### src/rtl/refill_ctrl_pkg.sv
// Shared definitions for the cache-line refill controller.
// Holds the default word/line geometry and the refill FSM state encodings.
package refill_ctrl_pkg;

    localparam int CPU_WORD            = 32;
    localparam int CPU_LINE_WORDS      = 4;
    localparam int CPU_ADDR_W          = 32;
    localparam int CACHE_LINE_WIDTH    = CPU_WORD * CPU_LINE_WORDS;
    localparam int CACHE_LINE_BYTE_LOG = $clog2(CACHE_LINE_WIDTH / 8);

    // Refill FSM encodings, kept as plain constants for legacy compatibility
    localparam logic [2:0] REFILL_IDLE  = 3'd0;
    localparam logic [2:0] REFILL_REQ   = 3'd1;
    localparam logic [2:0] REFILL_RECV  = 3'd2;
    localparam logic [2:0] REFILL_WRITE = 3'd3;
    localparam logic [2:0] REFILL_DONE  = 3'd4;

    // Width of an index over n items, never narrower than one bit
    function automatic int idx_w(input int n);
        return (n > 1) ? $clog2(n) : 1;
    endfunction

endpackage

### src/rtl/refill_line_asm.sv
// Beat counter and line slot register for a refill burst.
// Each accepted beat lands in word slot [cnt]; clr restarts the line at slot 0.
module refill_line_asm
    import refill_ctrl_pkg::*;
#(
    parameter int WORD       = CPU_WORD,
    parameter int LINE_WORDS = CPU_LINE_WORDS,
    parameter int CW         = idx_w(LINE_WORDS)
) (
    input  logic                       clk,
    input  logic                       rst,
    input  logic                       clr,
    input  logic                       ret_valid,
    input  logic [WORD-1:0]            ret_data,
    output logic [CW-1:0]              cnt,
    output logic [WORD*LINE_WORDS-1:0] line
);

    logic [CW-1:0]              r_cnt;
    logic [WORD*LINE_WORDS-1:0] r_line;

    // Slot write and count advance on every beat the controller passes through
    always_ff @(posedge clk) begin
        if (rst || clr) begin
            r_cnt  <= '0;
            r_line <= '0;
        end else if (ret_valid) begin
            r_line[r_cnt*WORD +: WORD] <= ret_data;
            r_cnt                      <= r_cnt + 1'b1;
        end
    end

    assign cnt  = r_cnt;
    assign line = r_line;

endmodule

### src/rtl/refill_ctrl.sv
// Cache-line refill sequencer: burst request, beat collection, one-cycle
// line write into the return buffer, completion pulse.
// Optional feature macro: CRITICAL_WORD_FWD_EN adds fwd_valid/fwd_data, which
// forward the missing word straight from its return beat.
module refill_ctrl
    import refill_ctrl_pkg::*;
#(
    parameter int WORD       = CPU_WORD,
    parameter int LINE_WORDS = CPU_LINE_WORDS,
    parameter int ADDR_W     = CPU_ADDR_W,
    parameter int CW         = idx_w(LINE_WORDS)
) (
    input  logic                       clk,
    input  logic                       rst,
    input  logic                       miss_valid,
    input  logic [ADDR_W-1:0]          miss_addr,
    output logic                       miss_ready,
    output logic                       rd_req,
    output logic [ADDR_W-1:0]          rd_addr,
    input  logic                       rd_rdy,
    input  logic                       ret_valid,
    input  logic                       ret_last,
    input  logic [WORD-1:0]            ret_data,
    output logic                       rb_we,
    output logic [WORD*LINE_WORDS-1:0] rb_line,
    output logic [CW-1:0]              rb_addr,
    output logic                       refill_done,
    output logic                       busy,
`ifdef CRITICAL_WORD_FWD_EN
    output logic                       fwd_valid,
    output logic [WORD-1:0]            fwd_data,
`endif
    output logic                       proto_err
);

    localparam int              WORD_BYTE_LOG = $clog2(WORD / 8);
    localparam int              LINE_BYTES    = WORD * LINE_WORDS / 8;
    localparam logic [ADDR_W-1:0] LINE_MASK   = ~ADDR_W'(LINE_BYTES - 1);
    localparam logic [CW-1:0]   LAST_IDX      = CW'(LINE_WORDS - 1);

    logic [2:0]                 r_state;
    logic [ADDR_W-1:0]          r_addr;
    logic [CW-1:0]              r_off;
    logic                       r_proto_err;
    logic                       w_beat;
    logic                       w_last_beat;
    logic [CW-1:0]              w_cnt;
    logic [WORD*LINE_WORDS-1:0] w_line;

    // Beats only count while receiving; stray beats elsewhere are dropped here
    assign w_beat      = ret_valid && (r_state == REFILL_RECV);
    assign w_last_beat = w_beat && (w_cnt == LAST_IDX);

    refill_line_asm #(
        .WORD       (WORD),
        .LINE_WORDS (LINE_WORDS),
        .CW         (CW)
    ) u_line_asm (
        .clk       (clk),
        .rst       (rst),
        .clr       (r_state == REFILL_IDLE),
        .ret_valid (w_beat),
        .ret_data  (ret_data),
        .cnt       (w_cnt),
        .line      (w_line)
    );

    // Refill sequencing; reset aborts from any state with no write or done pulse
    always_ff @(posedge clk) begin
        if (rst) begin
            r_state <= REFILL_IDLE;
            r_addr  <= '0;
            r_off   <= '0;
        end else begin
            case (r_state)
                REFILL_IDLE: begin
                    if (miss_valid) begin
                        r_state <= REFILL_REQ;
                        r_addr  <= miss_addr;
                        r_off   <= miss_addr[WORD_BYTE_LOG +: CW];
                    end
                end
                REFILL_REQ: begin
                    if (rd_rdy) r_state <= REFILL_RECV;
                end
                REFILL_RECV: begin
                    if (w_last_beat) r_state <= REFILL_WRITE;
                end
                REFILL_WRITE: r_state <= REFILL_DONE;
                REFILL_DONE:  r_state <= REFILL_IDLE;
                default:      r_state <= REFILL_IDLE;
            endcase
        end
    end

    // Sticky flag: ret_last must mark exactly the final beat of the line
    always_ff @(posedge clk) begin
        if (rst) begin
            r_proto_err <= 1'b0;
        end else if (w_beat && (ret_last != (w_cnt == LAST_IDX))) begin
            r_proto_err <= 1'b1;
        end
    end

    // miss_ready is held low while reset is asserted so every output reads 0
    assign miss_ready  = (r_state == REFILL_IDLE) && !rst;
    assign rd_req      = (r_state == REFILL_REQ);
    assign rd_addr     = r_addr & LINE_MASK;
    assign rb_we       = (r_state == REFILL_WRITE);
    assign rb_line     = w_line;
    assign rb_addr     = r_off;
    assign refill_done = (r_state == REFILL_DONE);
    assign busy        = (r_state != REFILL_IDLE);
    assign proto_err   = r_proto_err;

`ifdef CRITICAL_WORD_FWD_EN
    // Forward the critical word combinationally on the beat that carries it
    assign fwd_valid = w_beat && (w_cnt == r_off);
    assign fwd_data  = ret_data;
`endif

endmodule

### config.mk
export PLATFORM = sky130hd
export DESIGN_NAME = refill_ctrl
export DESIGN_NICKNAME = d
export VERILOG_FILES = /design/src/rtl/refill_ctrl_pkg.sv /design/src/rtl/refill_line_asm.sv /design/src/rtl/refill_ctrl.sv
export SDC_FILE = /design/constraint.sdc
export NUM_CORES = 1
export LEC_CHECK = 0
export CAP_MARGIN = 20
export CORE_UTILIZATION = 40
export CTS_BUF_LIST = sky130_fd_sc_hd__clkbuf_4 sky130_fd_sc_hd__clkbuf_8
export DETAILED_ROUTE_END_ITERATION = 7
export PLACE_DENSITY = 0.77
export SLEW_MARGIN = 5
export SYNTH_ARGS = -nofsm -noshare
export SYNTH_HDL_FRONTEND = slang
export SYNTH_SLANG_ARGS = --single-unit
export TNS_END_PERCENT = 20
### constraint.sdc
create_clock -name clk -period 2.11 [get_ports clk]
set_input_delay 0.422 -clock clk [delete_from_list [all_inputs] [get_ports clk]]
set_output_delay 0.422 -clock clk [all_outputs]
set_load 0.02 [all_outputs]
# Word level (Yosys, flattened, before mapping)
# Index checks and enable logic that the tools add are counted.
# classes
n_addsub	2
n_eq_ne	9
shifts	2
n_mux	5
n_reduce_logical	10
# ops
operator	count
$bwmux 128	1
$shift 32x34->128 const A	1
$shiftx 32x34->128	1
$neg 7->34	1
$pmux 3 s4	1
$mux 3	3
$eq 3x2->1 const B	2
$logic_and 1x1->1	4
$ne 2x2->1 const B	2
$eq 3x1->1 const B	1
$eq 3x3->1 const B	1
$logic_not 3->1	1
$reduce_and 3->1	1
$reduce_bool 3->1	1
$add 2x1->2 const B	1
$eq 2x2->1 const B	1
$ne 2x1->1 const B	1
$reduce_and 2->1	1
$logic_not 1->1	1
$logic_or 1x1->1	1
$ne 1x1->1	1
# totals
reg_bits	168
output_inout_bits	168
wordCells	34

# Depth between registers and ports, before layout
# depth
depth_word	5
ltp_mapped	7

# Cells and area by module
# From an unflattened synthesis, not the netlist that was laid out.
# unflattened
hier_cells	666
hier_area_um2	6053.3
# by_module_without_submodules
module	n_inst	cells_each	area_each_um2
refill_line_asm	1	500	4707.0
refill_ctrl	1	166	1346.3

# Worst setup path after synthesis
# OpenSTA, ideal clock, no wires.
# synth_path
path_kind	register to register
startpoint	reg u_line_asm.r_cnt[0], in the netlist u_line_asm.cnt[0]
endpoint	reg u_line_asm.r_line[10], in the netlist u_line_asm.line[10]
t_arrival_ns	1.787
required_ns	2.040
setup_slack_ns	0.253
stages_incl_launch_ff	7
synth_period_minus_slack_ns	1.857
path_cell_list	dfxtp_1 > inv_1 > ha_1 > nor3b_1 > clkbuf_1 > nand4_1 > a21oi_1
# synth_via
elab_chain_len	3
# synth_lines
item	line_no	text
start, declared	refill_line_asm.sv:19	logic [CW-1:0] r_cnt;
start signal, assigned	refill_line_asm.sv:29	r_cnt <= r_cnt + 1'b1;
$neg 7->34 *	refill_line_asm.sv:28	r_line[r_cnt*WORD +: WORD] <= ret_data;
$shiftx 32x34->128 / $shift 32x34->128 (equally long branches)	refill_line_asm.sv:28	
$bwmux 128 *	refill_line_asm.sv:28	
end signal, assigned by index	refill_line_asm.sv:28	
end, declared	refill_line_asm.sv:20	logic [WORD*LINE_WORDS-1:0] r_line;
# Mark *: on every way between the ends. The rest lies on a longest branch, timed or not.
# A chain may end at the register's enable or synchronous reset.

# Worst setup path in the final report
# layout_path
startpoint	reg r_state[0]
endpoint	out miss_ready
# layout_via
elab_chain_len	2
# layout_lines
item	line_no	text
start, declared	refill_ctrl.sv:41	logic [2:0] r_state;
start signal, assigned	refill_ctrl.sv:71	r_state <= REFILL_IDLE;
start signal, assigned	refill_ctrl.sv:78	r_state <= REFILL_REQ;
start signal, assigned	refill_ctrl.sv:84	if (rd_rdy) r_state <= REFILL_RECV;
$logic_not 3->1	refill_ctrl.sv:106	assign miss_ready = (r_state == REFILL_IDLE) && !rst;
$logic_and 1x1->1	refill_ctrl.sv:106	
end, declared	refill_ctrl.sv:17	output logic miss_ready,
# Every way passes these cells.

==> flow_metrics.tcl <==
set metrics [dict create \
    portBuffers 231 \
    post-route-period-util_pct 95.0 \
    cp_cell_sequence "or3_4 -> nor2_1 -> clkdlybuf4s15_2" \
    totalWireLength_mm 21.5 \
    hold_depth 2 \
    row_count 46 \
    drt-vias-per-instance 5.70 \
    numCtsBuffers 17 \
    cts.htree.levels 4 \
    hp-class "register to register" \
    vias 6866 \
    fin_nets 1051 \
    antenna_found_initial 0 \
    start_kind "register" \
    fin_util_pct 59.5 \
    max_stage_delay_ps 400 \
    max_clock_freq_mhz 499 \
    fin_cells 1205 \
    die_w_um 130 \
    core_sq_um 15900 \
    syn_area_sq_um 6570 \
    io_pins 238 \
    placed_cells 1173 \
    grt_max_degree 76 \
    drtPass1Iterations 5 \
    ys.warnings.count 0 \
    synth_area_leader_cell "dfxtp_1" \
    clk_latency_ps 450 \
    pre_cts_ws_ps 14.7 \
    r2r_start "u_line_asm.cnt[1]" \
    cp_slowest_cell "or3_4" \
    finalSetupTns_ps 0 \
    r2r_end "u_line_asm.line[63]" \
    antenna_cells 0 \
    crit_required_ps 1690 \
    synth_area_leaders "dfxtp_1 (50%), a21oi_1 (12%), nand4_1 (12%)" \
    path_buf_inv 1 \
    die_h_um 130 \
    tritoncts "yes" \
    hpwl_mm 14.0 \
    p_leak_nw 2.99 \
    synthesis.instances 785 \
    grt_pass1_vias 6530 \
    endpoint_kind "output port" \
    cap_violations 0 \
    setup_viol 0 \
    crit_type "register to output port" \
    drive_gt1_share_pct 8.59 \
    rsz0062_at_grt "no" \
    cp_max_fo 4 \
    timing_hold_violations_final 0 \
    wl_per_cell_um 17.9 \
    slew-limit-headroom_pct 32.4 \
    dieArea_sq_um 16900 \
    ys_seq_area_share_pct 50.0 \
    r2r_slack_ps 190 \
    syn_avg_cell_area_sq_um 8.37 \
    clock_sinks 164 \
    pwr_density_cell_nw_per_um2 634 \
    outcome "completed" \
    clk_pin_slew_ps 90 \
    fin_ws_ps 106 \
    antenna_left 0 \
    holdPathEnd "r_addr[5]" \
    globalRouteOverflowTotal 0 \
    synth_seq_cells 164 \
    nFillCells 1427 \
    globalRouteTotalUtil_pct 25.5 \
    root_buffer "clkbuf_8" \
    finClkSkew_ps 12.5 \
    final_max_slew_viol_count 0 \
    drc 0 \
    cts_setup_buffers 0 \
    yosysTopAreaCellShare_pct 50.0 \
    peakVddDrop_mv 0.393 \
    finalCriticalPeriod_ps 2000 \
    crit_family "simple AND/OR/NAND/NOR gates" \
    worstHoldStart "r_addr[5]" \
    place.gp.congestion 0.809 \
    worst_slew_pin_slew_ps 1010 \
    arrival_ps 1580 \
    cts_max_path_buffers 2 \
    start_util_pct 41.2 \
    reg2reg_depth 5 \
    drt-initial-drc-count 692 \
    synth_cell_types 27 \
    syn_to_final_growth_pct 44.4 \
    grt_pass1_wl_mm 33.6 \
]
-- worst max-delay path by stage --
stage / from / end / cells past startpoint
2_1_floorplan: u_line_asm.cnt[0] / u_line_asm.line[10] / 6
3_3_place_gp: ret_valid / u_line_asm.line[69] / 6
3_5_place_dp: ret_valid / u_line_asm.line[37] / 6
4_1_cts: r_state[0] / miss_ready / 3
5_1_grt: u_line_asm.cnt[1] / u_line_asm.line[63] / 5
6_report: r_state[0] / miss_ready / 3
-- registers in the layout, indices dropped and copies added, names as in the netlist --
signal           count
u_line_asm.line    128
r_addr              30
r_state              3
u_line_asm.cnt       2
proto_err            1
-- where the power goes --
part           internal (W)  switching, W
clock network      0.000963       0.00124
logic              0.000289      0.000360
registers           0.00314     0.0000240
-- what timing repair did --
action | 4_1_cts | 5_1_grt
setup endpoints to repair | 5 | 21
gates cloned | 0 | 0
resized for setup | 9 | 7
hold buffers | 0 | 0
-- worst register-to-register path: stages (launching register included) --
cell and delay (ps):
dfxtp_1 390, inv_1 90, ha_1 190, inv_1 730, o21ai_0 270, a21oi_1 180
-- metrics by stage --
| stage | power (W) | hold WS (ps) | cell area, sq um |
|---|---|---|---|
| after global placement | 0.00388 | 442 | 9110 |
| final | 0.00602 | 455 | 9490 |
| after detailed placement | 0.00388 | 447 | 9110 |
| after floorplan | 0.00354 | 469 | 6580 |
| after CTS | 0.00606 | 459 | 9490 |
| after global routing | 0.00627 | 470 | 9490 |
-- synth_stat cells, drive strengths merged --
| cell | number |
|---|---|
| xor2 | 1 |
| o21ai | 128 |
| or4b | 1 |
| nand2b | 3 |
| nor4bb | 1 |
| a21oi | 162 |
| or3 | 1 |
| nand4bb | 1 |
| nor2 | 3 |
| nand2 | 65 |
| nor3b | 4 |
| nand4 | 128 |
| ha | 5 |
| nor4b | 1 |
| and3b | 1 |
| nor3 | 2 |
| nand3 | 1 |
| a211oi | 1 |
| buf | 41 |
| nor2b | 3 |
| a21o | 1 |
| inv | 6 |
| dfxtp | 164 |
| conb | 1 |
| clkbuf | 60 |
-- layout make-up --
type | count | area [sq um] | area share (%)
tap | 216 | 270 | 2.85
timing repair buffer | 270 | 2720 | 28.7
clock inverter | 15 | 143 | 1.50
multi-input combinational | 517 | 2810 | 29.7
inverter | 6 | 22.5 | 0.237
clock buffer | 17 | 234 | 2.47
sequential | 164 | 3290 | 34.6
-- logic make-up (layout without fill, tap and decap cells) --
| kind of cell | after synthesis | count (layout) | synth area share (%) |
|---|---|---|---|
| AO/OA/AOI/OAI | 292 | 292 | 22.3 |
| XOR/XNOR | 1 | 1 | 0.133 |
| adder cells (fa/ha/maj) | 5 | 5 | 0.952 |
| buffers and inverters | 107 | 308 | 8.38 |
| flip-flops | 164 | 164 | 50.0 |
| other | 1 | 4 | 0.0571 |
| AND/OR/NAND/NOR | 215 | 215 | 18.2 |
-- layer usage --
| layer | GRT usage, % | up-vias | part of all wire, % |
|---|---|---|---|
| li1 | - | 3227 | - |
| met1 | 31.7 | 3235 | 41 |
| met2 | 40.1 | 359 | 47 |
| met3 | 8.61 | 45 | 9.4 |
| met4 | 10.7 | 0 | 2.7 |
| met5 | 0 | - | 0 |
-- placed cells by master (no fill, tap or decap), types with 2 or more instances in the layout --
master | synthesis | layout
inv_6 | 0 | 4
nand4_1 | 128 | 128
buf_12 | 0 | 10
ha_1 | 5 | 4
clkbuf_8 | 0 | 17
dfxtp_2 | 0 | 2
dlygate4sd2_1 | 0 | 2
nand2_1 | 65 | 65
nor2_1 | 3 | 3
clkdlybuf4s50_1 | 0 | 226
nand2b_1 | 3 | 2
clkinv_2 | 0 | 4
inv_8 | 0 | 3
clkinvlp_4 | 0 | 2
a21oi_1 | 162 | 162
nor3b_2 | 0 | 3
dfxtp_1 | 164 | 162
inv_1 | 6 | 6
nor2b_1 | 3 | 3
conb_1 | 1 | 4
buf_4 | 14 | 29
nor3_1 | 2 | 2
o21ai_0 | 128 | 128
Power figures use the tool's default switching activity.
